===== src/rtl/tlul_copy_pkg.sv =====
// Shared types and constants for the TL-UL copy engine.
package tlul_copy_pkg;

   typedef enum logic [2:0] {
      CopyIdle,
      CopyRdReq,
      CopyRdRsp,
      CopyWrReq,
      CopyWrRsp,
      CopyDone
   } copy_state_e;

   localparam logic [31:0] CopyWordBytes   = 32'd4;
   localparam logic [3:0]  CopyMaskFull    = 4'hF;
   localparam int unsigned DefaultSourceId = 0;

endpackage


===== src/rtl/tlul_pkg.sv =====
// TL-UL channel types shared by crossbar hosts and devices.
package tlul_pkg;

   typedef enum logic [2:0] {
      PutFullData    = 3'h0,
      PutPartialData = 3'h1,
      Get            = 3'h4
   } tl_a_op_e;

   typedef enum logic [2:0] {
      AccessAck     = 3'h0,
      AccessAckData = 3'h1
   } tl_d_op_e;

   typedef struct packed {
      logic [6:0] cmd_intg;
      logic [6:0] data_intg;
   } tl_a_user_t;

   typedef struct packed {
      logic       a_valid;
      tl_a_op_e   a_opcode;
      logic [2:0] a_param;
      logic [1:0] a_size;
      logic [7:0] a_source;
      logic [31:0] a_address;
      logic [3:0] a_mask;
      logic [31:0] a_data;
      tl_a_user_t a_user;
      logic       d_ready;
   } tl_h2d_t;

   typedef struct packed {
      logic       d_valid;
      tl_d_op_e   d_opcode;
      logic [2:0] d_param;
      logic [1:0] d_size;
      logic [7:0] d_source;
      logic       d_sink;
      logic [31:0] d_data;
      logic [6:0] d_user;
      logic       d_error;
      logic       a_ready;
   } tl_d2h_t;

endpackage


===== src/rtl/tlul_cmd_intg_gen.sv =====
// Fills a_user with command and write-data integrity derived from the A-channel fields.
module tlul_cmd_intg_gen
   import tlul_pkg::*;
(
   input  tl_h2d_t tl_i,
   output tl_h2d_t tl_o
);

   function automatic logic [6:0] fold7(input logic [63:0] v);
      return v[6:0] ^ v[13:7] ^ v[20:14] ^ v[27:21] ^ v[34:28] ^ v[41:35] ^
             v[48:42] ^ v[55:49] ^ v[62:56] ^ {6'b0, v[63]};
   endfunction

   logic unused_user;
   assign unused_user = ^tl_i.a_user;

   always_comb begin
      tl_o                  = tl_i;
      tl_o.a_user.cmd_intg  = fold7({25'b0, tl_i.a_opcode, tl_i.a_mask, tl_i.a_address});
      tl_o.a_user.data_intg = fold7({32'b0, tl_i.a_data});
   end

endmodule


===== src/rtl/tlul_copy_engine.sv =====
// TL-UL host that copies len 32-bit words from src to dst, one Get/PutFullData pair per word.
// Optional build macro TLUL_COPY_ERR_ABORT_EN: a d_error response ends the copy immediately.
module tlul_copy_engine
   import tlul_pkg::*;
   import tlul_copy_pkg::*;
#(
   parameter int unsigned SourceId = DefaultSourceId,
   parameter int unsigned LenWidth = 16
) (
   input  logic                clk_i,
   input  logic                rst_i,
   input  logic                start_i,
   input  logic [31:0]         src_addr_i,
   input  logic [31:0]         dst_addr_i,
   input  logic [LenWidth-1:0] len_i,
   output logic                busy_o,
   output logic                done_o,
   output logic                err_o,
   output logic [LenWidth-1:0] words_done_o,
   output tl_h2d_t             tl_o,
   input  tl_d2h_t             tl_i
);

   localparam logic [7:0] SourceIdBits = 8'(SourceId);

   copy_state_e         state_q, state_d;
   logic [31:0]         src_q, dst_q, data_q;
   logic [LenWidth-1:0] remaining_q, words_done_q;
   logic                err_q;
   logic                start_accept, rd_capture, wr_ack, rsp_err;
   tl_h2d_t             tl_pre;

   logic unused_inputs;
   assign unused_inputs = ^{src_addr_i[1:0], dst_addr_i[1:0], tl_i.d_opcode, tl_i.d_param,
                            tl_i.d_size, tl_i.d_source, tl_i.d_sink, tl_i.d_user};

   // NOTE: sequential state uses non-blocking assignments so every register samples pre-edge values.
   always_ff @(posedge clk_i) begin
      if (rst_i) state_q <= CopyIdle;
      else       state_q <= state_d;
   end

   always_comb begin
      // NOTE: every output of this block gets a default first, so no path can infer a latch.
      state_d        = state_q;
      start_accept   = 1'b0;
      rd_capture     = 1'b0;
      wr_ack         = 1'b0;
      rsp_err        = 1'b0;
      tl_pre         = '0;
      tl_pre.d_ready = 1'b1;

      unique case (state_q)
         CopyIdle: begin
            if (start_i) begin
               start_accept = 1'b1;
               state_d      = (len_i == '0) ? CopyDone : CopyRdReq;
            end
         end
         CopyRdReq: begin
            tl_pre.a_valid   = 1'b1;
            tl_pre.a_opcode  = Get;
            tl_pre.a_address = src_q;
            if (tl_i.a_ready) state_d = CopyRdRsp;
         end
         CopyRdRsp: begin
            if (tl_i.d_valid) begin
               rsp_err    = tl_i.d_error;
               rd_capture = 1'b1;
               state_d    = CopyWrReq;
`ifdef TLUL_COPY_ERR_ABORT_EN
               if (tl_i.d_error) state_d = CopyDone;
`endif
            end
         end
         CopyWrReq: begin
            tl_pre.a_valid   = 1'b1;
            tl_pre.a_opcode  = PutFullData;
            tl_pre.a_address = dst_q;
            tl_pre.a_data    = data_q;
            if (tl_i.a_ready) state_d = CopyWrRsp;
         end
         CopyWrRsp: begin
            if (tl_i.d_valid) begin
               rsp_err = tl_i.d_error;
               wr_ack  = 1'b1;
               state_d = (remaining_q == LenWidth'(1)) ? CopyDone : CopyRdReq;
`ifdef TLUL_COPY_ERR_ABORT_EN
               if (tl_i.d_error) begin
                  wr_ack  = 1'b0;
                  state_d = CopyDone;
               end
`endif
            end
         end
         CopyDone: state_d = CopyIdle;
         default:  state_d = CopyIdle;
      endcase

      // Fields common to both request kinds; idle cycles keep the whole A channel at zero.
      if (tl_pre.a_valid) begin
         tl_pre.a_size   = 2'd2;
         tl_pre.a_mask   = CopyMaskFull;
         tl_pre.a_source = SourceIdBits;
      end
   end

   always_ff @(posedge clk_i) begin
      if (rst_i) begin
         src_q        <= '0;
         dst_q        <= '0;
         data_q       <= '0;
         remaining_q  <= '0;
         words_done_q <= '0;
         err_q        <= 1'b0;
      end else begin
         if (start_accept) begin
            src_q        <= {src_addr_i[31:2], 2'b00};
            dst_q        <= {dst_addr_i[31:2], 2'b00};
            remaining_q  <= len_i;
            words_done_q <= '0;
            err_q        <= 1'b0;
         end
         if (rd_capture) data_q <= tl_i.d_data;
         if (wr_ack) begin
            src_q        <= src_q + CopyWordBytes;
            dst_q        <= dst_q + CopyWordBytes;
            remaining_q  <= remaining_q - LenWidth'(1);
            words_done_q <= words_done_q + LenWidth'(1);
         end
         if (rsp_err) err_q <= 1'b1;
      end
   end

   tlul_cmd_intg_gen u_cmd_intg_gen (
      .tl_i (tl_pre),
      .tl_o (tl_o)
   );

   assign busy_o       = (state_q != CopyIdle);
   assign done_o       = (state_q == CopyDone);
   assign err_o        = err_q;
   assign words_done_o = words_done_q;

endmodule


===== config.mk =====
export PLATFORM = sky130hd
export DESIGN_NAME = tlul_copy_engine
export DESIGN_NICKNAME = d
export VERILOG_FILES = /design/src/rtl/tlul_copy_pkg.sv /design/src/rtl/tlul_pkg.sv /design/src/rtl/tlul_cmd_intg_gen.sv /design/src/rtl/tlul_copy_engine.sv
export SDC_FILE = /design/constraint.sdc
export NUM_CORES = 1
export LEC_CHECK = 0
export ABC_AREA = 0
export CORE_MARGIN = 3
export CORE_UTILIZATION = 52
export CTS_CLUSTER_SIZE = 8
export DETAILED_ROUTE_END_ITERATION = 8
export PLACE_DENSITY_LB_ADDON = 0.12
export REMOVE_ABC_BUFFERS = 1
export SLEW_MARGIN = 20
export SYNTH_ARGS = -nofsm -noshare
export SYNTH_HDL_FRONTEND = slang
export SYNTH_HIERARCHICAL = 1
export SYNTH_SLANG_ARGS = --single-unit
export TNS_END_PERCENT = 5

===== constraint.sdc =====
create_clock -name clk_i -period 7.3 [get_ports clk_i]
set_clock_uncertainty 0.1 [all_clocks]
set_input_delay 1.095 -clock clk_i [delete_from_list [all_inputs] [get_ports clk_i]]
set_output_delay 1.095 -clock clk_i [all_outputs]
set_load 0.02 [all_outputs]

==> run_results.csv <==
group,metric,value,unit
place,dp_cells,1365,
hold_path,holdPathStages,2,
floorplan,die_height,133,microns
cts,clkLatencyLatePin,420,ps
place,gp_congestion,0.879,
layout,layout.nets,1320,
power,power_density,249,nW/um^2
sta,finalSetupViolCount,0,
sta,fin_tns_setup,0,ps
worst_setup_path,cp_max_fo,46,
sta,holdWs,349,ps
yosys,ys.flop_type,"dfxtp_1",
sta,fmax,212,MHz
cts,cts_hold_buf,0,
drt,first_iter_violations,695,
sta,worstMarginPinSlew,871,ps
place,place_area,10100,sq um
sta,rsz0062_at_grt,"no",
power,finalPower,2.64,mW
place,io_buffers,215,
place,dp_hpwl,16700,microns
cts,cts_buffers,17,
layout,regArea,2560,sq um
yosys,async_flop_share,0,
floorplan,die_w,133,microns
worst_setup_path,crit-reg2reg-launch,"state_q[1]",
layout,layout-drive-gt1-share,0.0752,
yosys,netlist_top_cells_area,"dfxtp_1, buf_4, nand2_1",
sta,finalMaxSlewViolations,0,
power,internal_power,1.67,mW
worst_setup_path,cp.required,6110,ps
layout,multi_input_area,4980,sq um
outcome,outcome,"finished clean",
layout,area_delta_synth_final,25.9,%
drt,firstDrtPassIters,5,
worst_setup_path,reg2reg_depth,7,
layout,instances_no_fill,1396,
yosys,synth-seq-cells,128,
sta,hold_viol,0,
drt,drt-vias-per-instance,5.76,
cts,cts_root_buf,"clkbuf_16",
yosys,syn-instance-count,1068,
yosys,synth_top_area_frac,0.304,
cts,cts_tree,"done",
hold_path,hold_path_class,"reg2reg",
hold_path,hp-start,"data_q[12]",
worst_setup_path,startpoint,"state_q[1]",
layout,fillers,1352,
grt,grt_max_degree,78,
yosys,syn_area_per_cell,7.90,sq um
power,swShare,0.367,
power,pwr-share-seq,0.355,
yosys,ys_seq_area_frac,0.304,
grt,grt_first_pass_wirelength,37900,microns
grt,grt_pass1_vias,7296,
floorplan,dieArea,17800,sq um
yosys,yosys.area.top_type,"dfxtp_1",
cts,cts_resized,0,
cts,cts_max_level,4,
grt,track_usage,0.261,
power,p_leak,3.73,nW
power,p_sw,970,uW
run,maxCapViolCount,0,
power,comb_power_share,0.351,
power,irDropWorstVdd,0.173,mV
cts,postCtsSetupBuffers,0,
grt,antenna_found_initial,1,
worst_setup_path,endpoint_kind,"output port",
worst_setup_path,cp.arrival,3510,ps
grt,grt_overflow,0,
power,clock_power_share,0.294,
floorplan,ios,261,
drt,wl_per_cell,17.3,microns
cts,clk_pin_slew,60,ps
yosys,syn-cell-area,8430,sq um
floorplan,num_rows,45,
drt,drcViolationCount,0,
yosys,synth_cell_types,71,
cts,cts.sinks,128,
floorplan,initial_core_util,0.543,
yosys,ys_warn_count,6,
drt,vias,8044,
sta,max_slew_margin,0.419,
sta,finalCriticalPeriod,4710,ps
drt,ant_nets,0,
layout,fin_area,10600,sq um
worst_setup_path,crit_type,"reg2out",
drt,routed_wl,24100,microns
sta,fin_crit_sh,0.645,
cts,clock_path_buffers,2,
floorplan,core_area,15500,sq um
yosys,synth_edf_count,0,
worst_setup_path,startpoint_type,"flop",
-- area by class of cell --
type	count	share of cell area
multi-input cells	789	0.469
diodes	1	0.000236
inverters	11	0.00389
flip-flops and latches	128	0.241
well taps	211	0.0249
clock buffers	24	0.0472
clock inverters	6	0.00306
repair buffers	226	0.210
-- sequential cells by signal (all words and copies together), names as in the netlist --
name          flops
dst_q            30
err_o             1
src_q            30
remaining_q      16
words_done_o     16
state_q           3
data_q           32
-- placed cells by master, fill, tap and decap left out, types with 9 or more instances in the layout --
master | Yosys | final
and3_1 | 41 | 41
clkdlybuf4s50_1 | 0 | 214
inv_1 | 11 | 11
a21oi_1 | 106 | 106
nor4_1 | 15 | 15
nor3_1 | 22 | 22
xnor2_1 | 24 | 24
conb_1 | 2 | 21
mux2i_1 | 35 | 35
mux2_2 | 15 | 15
buf_4 | 87 | 12
nand3_1 | 31 | 31
o21ai_0 | 21 | 21
xnor3_1 | 11 | 11
a31oi_1 | 18 | 18
a22oi_1 | 10 | 10
nand4_1 | 32 | 32
nor2_1 | 91 | 91
nand2_1 | 144 | 144
or4_1 | 9 | 9
o211ai_1 | 9 | 9
clkbuf_16 | 0 | 17
xor2_1 | 16 | 16
dfxtp_1 | 128 | 127
-- metal layers --
metal  track usage  wire, microns  vias to the layer above
met5             0              0                        -
met1         0.333           9970                     3772
met3        0.0638           1880                       30
met4        0.0840            401                        0
met2         0.436          11900                      313
li1              -              -                     3929
-- cell usage after synthesis, types with 6 or more instances --
| cell | instances |
|---|---|
| o211ai_1 | 9 |
| and3_1 | 41 |
| nor2_1 | 91 |
| nand4_1 | 32 |
| a31oi_1 | 18 |
| xnor2_1 | 24 |
| buf_2 | 16 |
| a21oi_1 | 106 |
| o311ai_0 | 6 |
| o21ai_0 | 21 |
| nand2_1 | 144 |
| o22ai_1 | 7 |
| buf_4 | 87 |
| or4_1 | 9 |
| inv_1 | 11 |
| nand3_1 | 31 |
| mux2_2 | 15 |
| and2_1 | 6 |
| nor4_1 | 15 |
| mux2i_1 | 35 |
| clkbuf_1 | 48 |
| nor3_1 | 22 |
| xnor3_1 | 11 |
| dfxtp_1 | 128 |
| buf_1 | 7 |
| a311oi_1 | 6 |
| a22oi_1 | 10 |
| xor2_1 | 16 |
-- critical path: stages (launching register included) --
cell and delay (ps):
dfxtp_2 790, buf_4 590, mux2i_1 240, nor2_1 80, xnor2_1 300, xnor3_1 500
clkdlybuf4s50_1 570
-- power groups by stage --
stage / registers [mW] / logic, mW / clock network [mW]
after global routing: 0.954 / 1.00 / 0.821
after CTS: 0.933 / 0.927 / 0.785
final: 0.938 / 0.927 / 0.775
after detailed placement: 0.947 / 0.923 / 0
after floorplan: 0.913 / 0.575 / 0
after global placement: 0.944 / 0.914 / 0
-- per-stage QoR --
step                 util  worst slack (ps)
finish              0.683              2590
global route        0.683              2420
CTS                 0.683              2630
detailed placement  0.649              3090
global placement    0.649              3090
floorplan               -               853
-- kinds of logic (layout without fill, tap and decap cells) --
| group | Yosys count | after routing | synth area share |
|---|---|---|---|
| AO/OA/AOI/OAI | 220 | 220 | 0.161 |
| other | 2 | 22 | 0.000890 |
| multiplexers | 50 | 50 | 0.0616 |
| buffers and inverters | 170 | 267 | 0.117 |
| flip-flops | 128 | 128 | 0.304 |
| XOR/XNOR | 55 | 55 | 0.0786 |
| AND/OR/NAND/NOR | 438 | 438 | 0.269 |
| adder cells (fa/ha/maj) | 5 | 5 | 0.00742 |
-- worst paths after layout --
check               endpoint  slack [ps]
setup reg to reg   dst_q[31]        4410
hold / removal    data_q[12]         350
hold reg to reg   data_q[12]         350
setup / recovery    tl_o[11]        2590
Note: power is estimated with default switching activity, not from simulation.
